===== src/rtl/cpu_host_sequencer.sv =====
// Host sequencer for the CPU start/done protocol: preloads data memory from a byte stream,
// runs the CPU with a cycle limit, then streams a result window of data memory back out.
module cpu_host_sequencer #(
  parameter int unsigned AW        = 8,
  parameter int unsigned START_CYC = 2,
  parameter int unsigned MAX_CYC   = 4096,
  parameter int unsigned CW        = 16
) (
  input  logic          clk_i,
  input  logic          reset_i,
  input  logic          go_i,
  input  logic [AW-1:0] load_base_i,
  input  logic [AW-1:0] load_len_i,
  input  logic [AW-1:0] dump_base_i,
  input  logic [AW-1:0] dump_len_i,
  input  logic          in_valid_i,
  input  logic [7:0]    in_data_i,
  output logic          in_ready_o,
  output logic          out_valid_o,
  output logic [7:0]    out_data_o,
  input  logic          out_ready_i,
  output logic          mem_we_o,
  output logic [AW-1:0] mem_addr_o,
  output logic [7:0]    mem_wdata_o,
  input  logic [7:0]    mem_rdata_i,
  output logic          host_owns_o,
  output logic          cpu_start_o,
  input  logic          cpu_done_i,
  output logic          busy_o,
  output logic          timeout_o,
  output logic [CW-1:0] cycles_o
);

  localparam int unsigned SW = (START_CYC > 1) ? $clog2(START_CYC) : 1;

  typedef enum logic [2:0] {
    StIdle,
    StLoad,
    StStart,
    StRun,
    StTimeout,
    StDump
  } state_e;

  state_e        state_q, state_d;
  logic [AW-1:0] load_base_q, load_base_d;
  logic [AW-1:0] load_len_q, load_len_d;
  logic [AW-1:0] dump_base_q, dump_base_d;
  logic [AW-1:0] dump_len_q, dump_len_d;
  logic [AW-1:0] idx_q, idx_d, idx_inc;
  logic [CW-1:0] cycles_q, cycles_d, cycles_inc;
  logic [SW-1:0] scnt_q, scnt_d;
  logic          timeout_q, timeout_d;
  logic          run_limit;
  logic          load_acc;

  logic in_ready_q, out_valid_q, host_owns_q, cpu_start_q, busy_q;

  assign idx_inc    = idx_q + AW'(1);
  assign cycles_inc = (cycles_q == '1) ? cycles_q : cycles_q + CW'(1);
  assign run_limit  = 32'(cycles_inc) >= MAX_CYC;

  always_comb begin
    state_d     = state_q;
    load_base_d = load_base_q;
    load_len_d  = load_len_q;
    dump_base_d = dump_base_q;
    dump_len_d  = dump_len_q;
    idx_d       = idx_q;
    cycles_d    = cycles_q;
    scnt_d      = scnt_q;
    timeout_d   = timeout_q;
    unique case (state_q)
      StIdle: begin
        if (go_i) begin
          load_base_d = load_base_i;
          load_len_d  = load_len_i;
          dump_base_d = dump_base_i;
          dump_len_d  = dump_len_i;
          idx_d       = '0;
          cycles_d    = '0;
          scnt_d      = '0;
          timeout_d   = 1'b0;
          state_d     = (load_len_i == '0) ? StStart : StLoad;
        end
      end
      StLoad: begin
        if (in_valid_i) begin
          idx_d = idx_inc;
          if (idx_inc == load_len_q) begin
            scnt_d  = '0;
            state_d = StStart;
          end
        end
      end
      StStart: begin
        if (scnt_q == SW'(START_CYC - 1)) state_d = StRun;
        else scnt_d = scnt_q + SW'(1);
      end
      StRun: begin
        cycles_d = cycles_inc;
        // done takes priority over reaching the limit in the same cycle
        if (cpu_done_i) begin
          idx_d   = '0;
          state_d = (dump_len_q == '0) ? StIdle : StDump;
        end else if (run_limit) begin
          state_d = StTimeout;
        end
      end
      StTimeout: begin
        timeout_d = 1'b1;
        idx_d     = '0;
        state_d   = (dump_len_q == '0) ? StIdle : StDump;
      end
      StDump: begin
        if (out_ready_i) begin
          idx_d = idx_inc;
          if (idx_inc == dump_len_q) state_d = StIdle;
        end
      end
      default: state_d = StIdle;
    endcase
  end

  always_ff @(posedge clk_i) begin
    if (reset_i) begin
      state_q     <= StIdle;
      load_base_q <= '0;
      load_len_q  <= '0;
      dump_base_q <= '0;
      dump_len_q  <= '0;
      idx_q       <= '0;
      cycles_q    <= '0;
      scnt_q      <= '0;
      timeout_q   <= 1'b0;
      in_ready_q  <= 1'b0;
      out_valid_q <= 1'b0;
      host_owns_q <= 1'b1;
      cpu_start_q <= 1'b0;
      busy_q      <= 1'b0;
    end else begin
      state_q     <= state_d;
      load_base_q <= load_base_d;
      load_len_q  <= load_len_d;
      dump_base_q <= dump_base_d;
      dump_len_q  <= dump_len_d;
      idx_q       <= idx_d;
      cycles_q    <= cycles_d;
      scnt_q      <= scnt_d;
      timeout_q   <= timeout_d;
      in_ready_q  <= (state_d == StLoad);
      out_valid_q <= (state_d == StDump);
      host_owns_q <= !((state_d == StStart) || (state_d == StRun));
      // TIMEOUT keeps start asserted so the CPU is held in its reset state
      cpu_start_q <= (state_d == StStart) || (state_d == StTimeout);
      busy_q      <= (state_d != StIdle);
    end
  end

  assign load_acc = (state_q == StLoad) && in_valid_i;

  always_comb begin
    mem_addr_o = '0;
    if (state_q == StLoad) mem_addr_o = load_base_q + idx_q;
    else if (state_q == StDump) mem_addr_o = dump_base_q + idx_q;
  end

  assign mem_we_o    = load_acc;
  assign mem_wdata_o = load_acc ? in_data_i : 8'h00;
  assign out_data_o  = out_valid_q ? mem_rdata_i : 8'h00;
  assign in_ready_o  = in_ready_q;
  assign out_valid_o = out_valid_q;
  assign host_owns_o = host_owns_q;
  assign cpu_start_o = cpu_start_q;
  assign busy_o      = busy_q;
  assign timeout_o   = timeout_q;
  assign cycles_o    = cycles_q;

endmodule


===== config.mk =====
export PLATFORM = sky130hd
export DESIGN_NAME = cpu_host_sequencer
export DESIGN_NICKNAME = d
export VERILOG_FILES = /design/src/rtl/cpu_host_sequencer.sv
export SDC_FILE = /design/constraint.sdc
export NUM_CORES = 1
export LEC_CHECK = 0
export CORE_MARGIN = 2
export CORE_UTILIZATION = 50
export CTS_CLUSTER_DIAMETER = 50
export DETAILED_ROUTE_END_ITERATION = 7
export GPL_ROUTABILITY_DRIVEN = 0
export HOLD_SLACK_MARGIN = 0.12
export PLACE_DENSITY = 0.81
export SKIP_LAST_GASP = 1
export SYNTH_ARGS = -nofsm -noshare
export SYNTH_HDL_FRONTEND = slang
export SYNTH_SLANG_ARGS = --single-unit

===== constraint.sdc =====
create_clock -name clk_i -period 3.3 [get_ports clk_i]
set_input_delay 0.66 -clock clk_i [delete_from_list [all_inputs] [get_ports clk_i]]
set_output_delay 0.66 -clock clk_i [all_outputs]
set_load 0.05 [all_outputs]

==> results.yml, run 1 <==
grt:
  gr-usage-all-layers: 0.251
  grt_pass1_wl_um: 17700
  grt_pass1_vias: 3791
  grt_max_degree: 39
  overflow: 0
  grt_antenna_before_repair: 0
routing:
  ant_nets: 0
  drt_pass1_iterations: 5
  vias_per_cell: 5.72
  wl_per_cell_um: 15.0
  first_iter_violations: 353
  drc: 0
  wirelength_um: 10900
  vias: 4158
synthesis:
  syn-cell-area_mm2: 0.00405
  ys_async_sr_fraction: 0
  syn_area_per_cell_um2: 7.57
  ys_ff_latch: 66
  postSynthCellCount: 535
  synth_seq_area_share: 0.326
  ys.flop_type: "dfxtp_1"
  synth_nets: 607
  synth_warnings: 0
  synth_edf_count: 0
  synth_cell_types: 59
worst_setup_path:
  end_kind: "output pin"
  reg2reg_depth: 8
  path_class: "reg -> out"
  critPathLaunchType: "flip-flop"
  crit_required_ns: 2.64
  cp.arrival_ns: 2.55
  path_max_fanout: 10
floorplan:
  dieArea_mm2: 0.00884
  pin_count: 101
  die_h_um: 94.0
  rows: 32
  initial_core_util: 0.519
  die_w_um: 94.0
  core-area_mm2: 0.00781
clocking:
  cts_setup_buffers: 0
  cts_tree: "built"
  path_clk_slew_ns: 0.07
  clk_path_buf_depth: 2
  clock-sinks: 66
  cts_made_buffers: 9
  clockRootBuffer: "clkbuf_8"
  cts.htree.levels: 3
  cts_hold_buf: 0
  clk_latency_ns: 0.34
timing:
  rsz0062_at_grt: "yes"
  hold_ws_ns: 0.466
  drv_slew: 0
  finalHoldViolations: 0
  tightest_slew_ns: 0.742
  min_period_over_period: 0.972
  clock_skew_ns: 0.0107
  fin_crit_ns: 3.21
  slew-limit-headroom: 0.505
  timing.fmax_mhz: 312
  setup_viol: 0
  finalSetupTns_ns: 0
place:
  io_buffers: 100
  hpwl_um: 7920
  post-place-cells: 711
layout:
  area_delta_synth_final_pct: 31.2
  drive_gt1_frac: 0.0880
  final_cells: 727
  fin_nets: 692
  antenna_cells: 0
power:
  power_uw: 1970
  vdd_ir_drop_max_mv: 0.185
  power.density_mw_per_mm2: 371
  p_leak_uw: 0.00211
worst_hold_path:
  min_path_cells: 2
  hold_path.class: "reg -> reg"
run_status:
  outcome: "finished, final reports clean"
job:
  max_cap_viol_count: 0
## area by class of cell
cell class              count  area (µm²)
clock buffers              11         141
clock inverters             5        77.6
fillers                   640        2490
inverters                  14        52.6
multi-input cells         420        2510
flip-flops and latches     66        1320
well taps                 102         128
repair buffers            109        1080
## flip-flops by register name (all words and copies together) (netlist names), 3 cells and up
| register | cells |
|---|---|
| cycles_o | 16 |
| dump_base_q | 8 |
| dump_len_q | 8 |
| idx_q | 8 |
| load_base_q | 8 |
| load_len_q | 8 |
| state_q | 3 |
## metal layers
| metal | vias up | global-route usage | share of wire |
|---|---|---|---|
| met5 | - | 0 | 0 |
| met4 | 0 | 0.0930 | 0.016 |
| met3 | 16 | 0.0433 | 0.075 |
| met2 | 179 | 0.417 | 0.47 |
| met1 | 1910 | 0.326 | 0.44 |
| li1 | 2053 | - | - |
## worst paths after layout
path	startpoint	to	slack, ns
worst max-delay path	idx_q[0]	mem_addr_o[6]	0.09
worst min-delay path	dump_base_q[6]	dump_base_q[6]	0.47
worst max register to register	idx_q[0]	cpu_start_o	0.29
worst min register to register	dump_base_q[6]	dump_base_q[6]	0.47
## per-stage QoR
stage | worst slack [ns] | cell area, µm² | utilization
6_report | 0.0926 | 5310 | 0.681
3_5_place_dp | 0.199 | 5090 | 0.652
5_1_grt | -0.0412 | 5310 | 0.681
2_1_floorplan | 0.261 | 4050 | -
3_3_place_gp | 0.337 | 5090 | 0.652
4_1_cts | 0.0163 | 5310 | 0.680
## where the power goes
| part | total (µW) | internal, µW | switching [µW] | leakage (µW) |
|---|---|---|---|---|
| Sequential | 865 | 830 | 35.1 | 0.000539 |
| Clock | 752 | 444 | 308 | 0.000109 |
| Combinational | 357 | 157 | 200 | 0.00146 |
| Total | 1970 | 1430 | 543 | 0.00211 |
## placed cells by master (no fill, tap or decap), drive strengths merged, types with 16 or more instances in the layout
master	Yosys	layout
nand3	16	16
nor3	17	17
nand2	94	94
o21ai	30	30
nor2	36	36
ha	16	16
a21oi	60	60
xnor2	17	17
dfxtp	66	66
clkdlybuf4s50	0	82
buf	5	25
xor2	16	16
## worst max-delay path, stage by stage (launching register included)
cell and delay [ns]:
dfxtp_2 0.45, ha_1 0.21, inv_1 0.06, fa_1 0.39, inv_1 0.07, a21oi_1 0.06, o21bai_1 0.20, a21o_1 0.15
a21oi_1 0.08, xor2_1 0.15, o22ai_1 0.22, buf_12 0.18
## synthesized netlist by cell type (4+ instances only)
master | number | area share
o21bai_1 | 5 | 0.0093
or3_1 | 5 | 0.0077
xor2_1 | 16 | 0.035
nor2_1 | 36 | 0.033
a22oi_1 | 7 | 0.013
inv_1 | 14 | 0.013
nand3_1 | 16 | 0.020
a21oi_1 | 60 | 0.074
nand2_1 | 93 | 0.086
nor3_1 | 17 | 0.021
and3_1 | 11 | 0.017
o21ai_0 | 30 | 0.037
a21o_1 | 6 | 0.011
nand4_1 | 6 | 0.0093
nor4_1 | 8 | 0.012
dfxtp_1 | 66 | 0.33
ha_1 | 16 | 0.049
a311oi_1 | 6 | 0.013
o22ai_1 | 7 | 0.011
clkbuf_1 | 29 | 0.027
xnor2_1 | 16 | 0.035
nand3b_1 | 4 | 0.0074
and2_1 | 9 | 0.014
## cell families after synthesis
kind of cell | share of synthesized area
AND/OR/NAND/NOR | 0.278
multiplexers | 0.00494
XOR/XNOR | 0.0732
AO/OA/AOI/OAI | 0.205
adder cells (fa/ha/maj) | 0.0593
buffers and inverters | 0.0540
flip-flops | 0.326
## timing repair
| action | 4_1_cts | 5_1_grt |
|---|---|---|
| gates resized for setup | 2 | 2 |
| endpoints found under the setup margin | 2 | 3 |
| endpoints found under the hold margin | 0 | 0 |
No activity file was read; power rests on OpenSTA's default activity.
==> run 2, diff against run 1 <==
--- a/config.mk
+++ b/config.mk
@@ -13,6 +13,7 @@
 export HOLD_SLACK_MARGIN = 0.12
 export PLACE_DENSITY = 0.81
 export SKIP_LAST_GASP = 1
+export SLEW_MARGIN = 20
 export SYNTH_ARGS = -nofsm -noshare
 export SYNTH_HDL_FRONTEND = slang
 export SYNTH_SLANG_ARGS = --single-unit
==> results of run 2 <==
The final DEF is identical to that of run 1; final timing and power are the same.
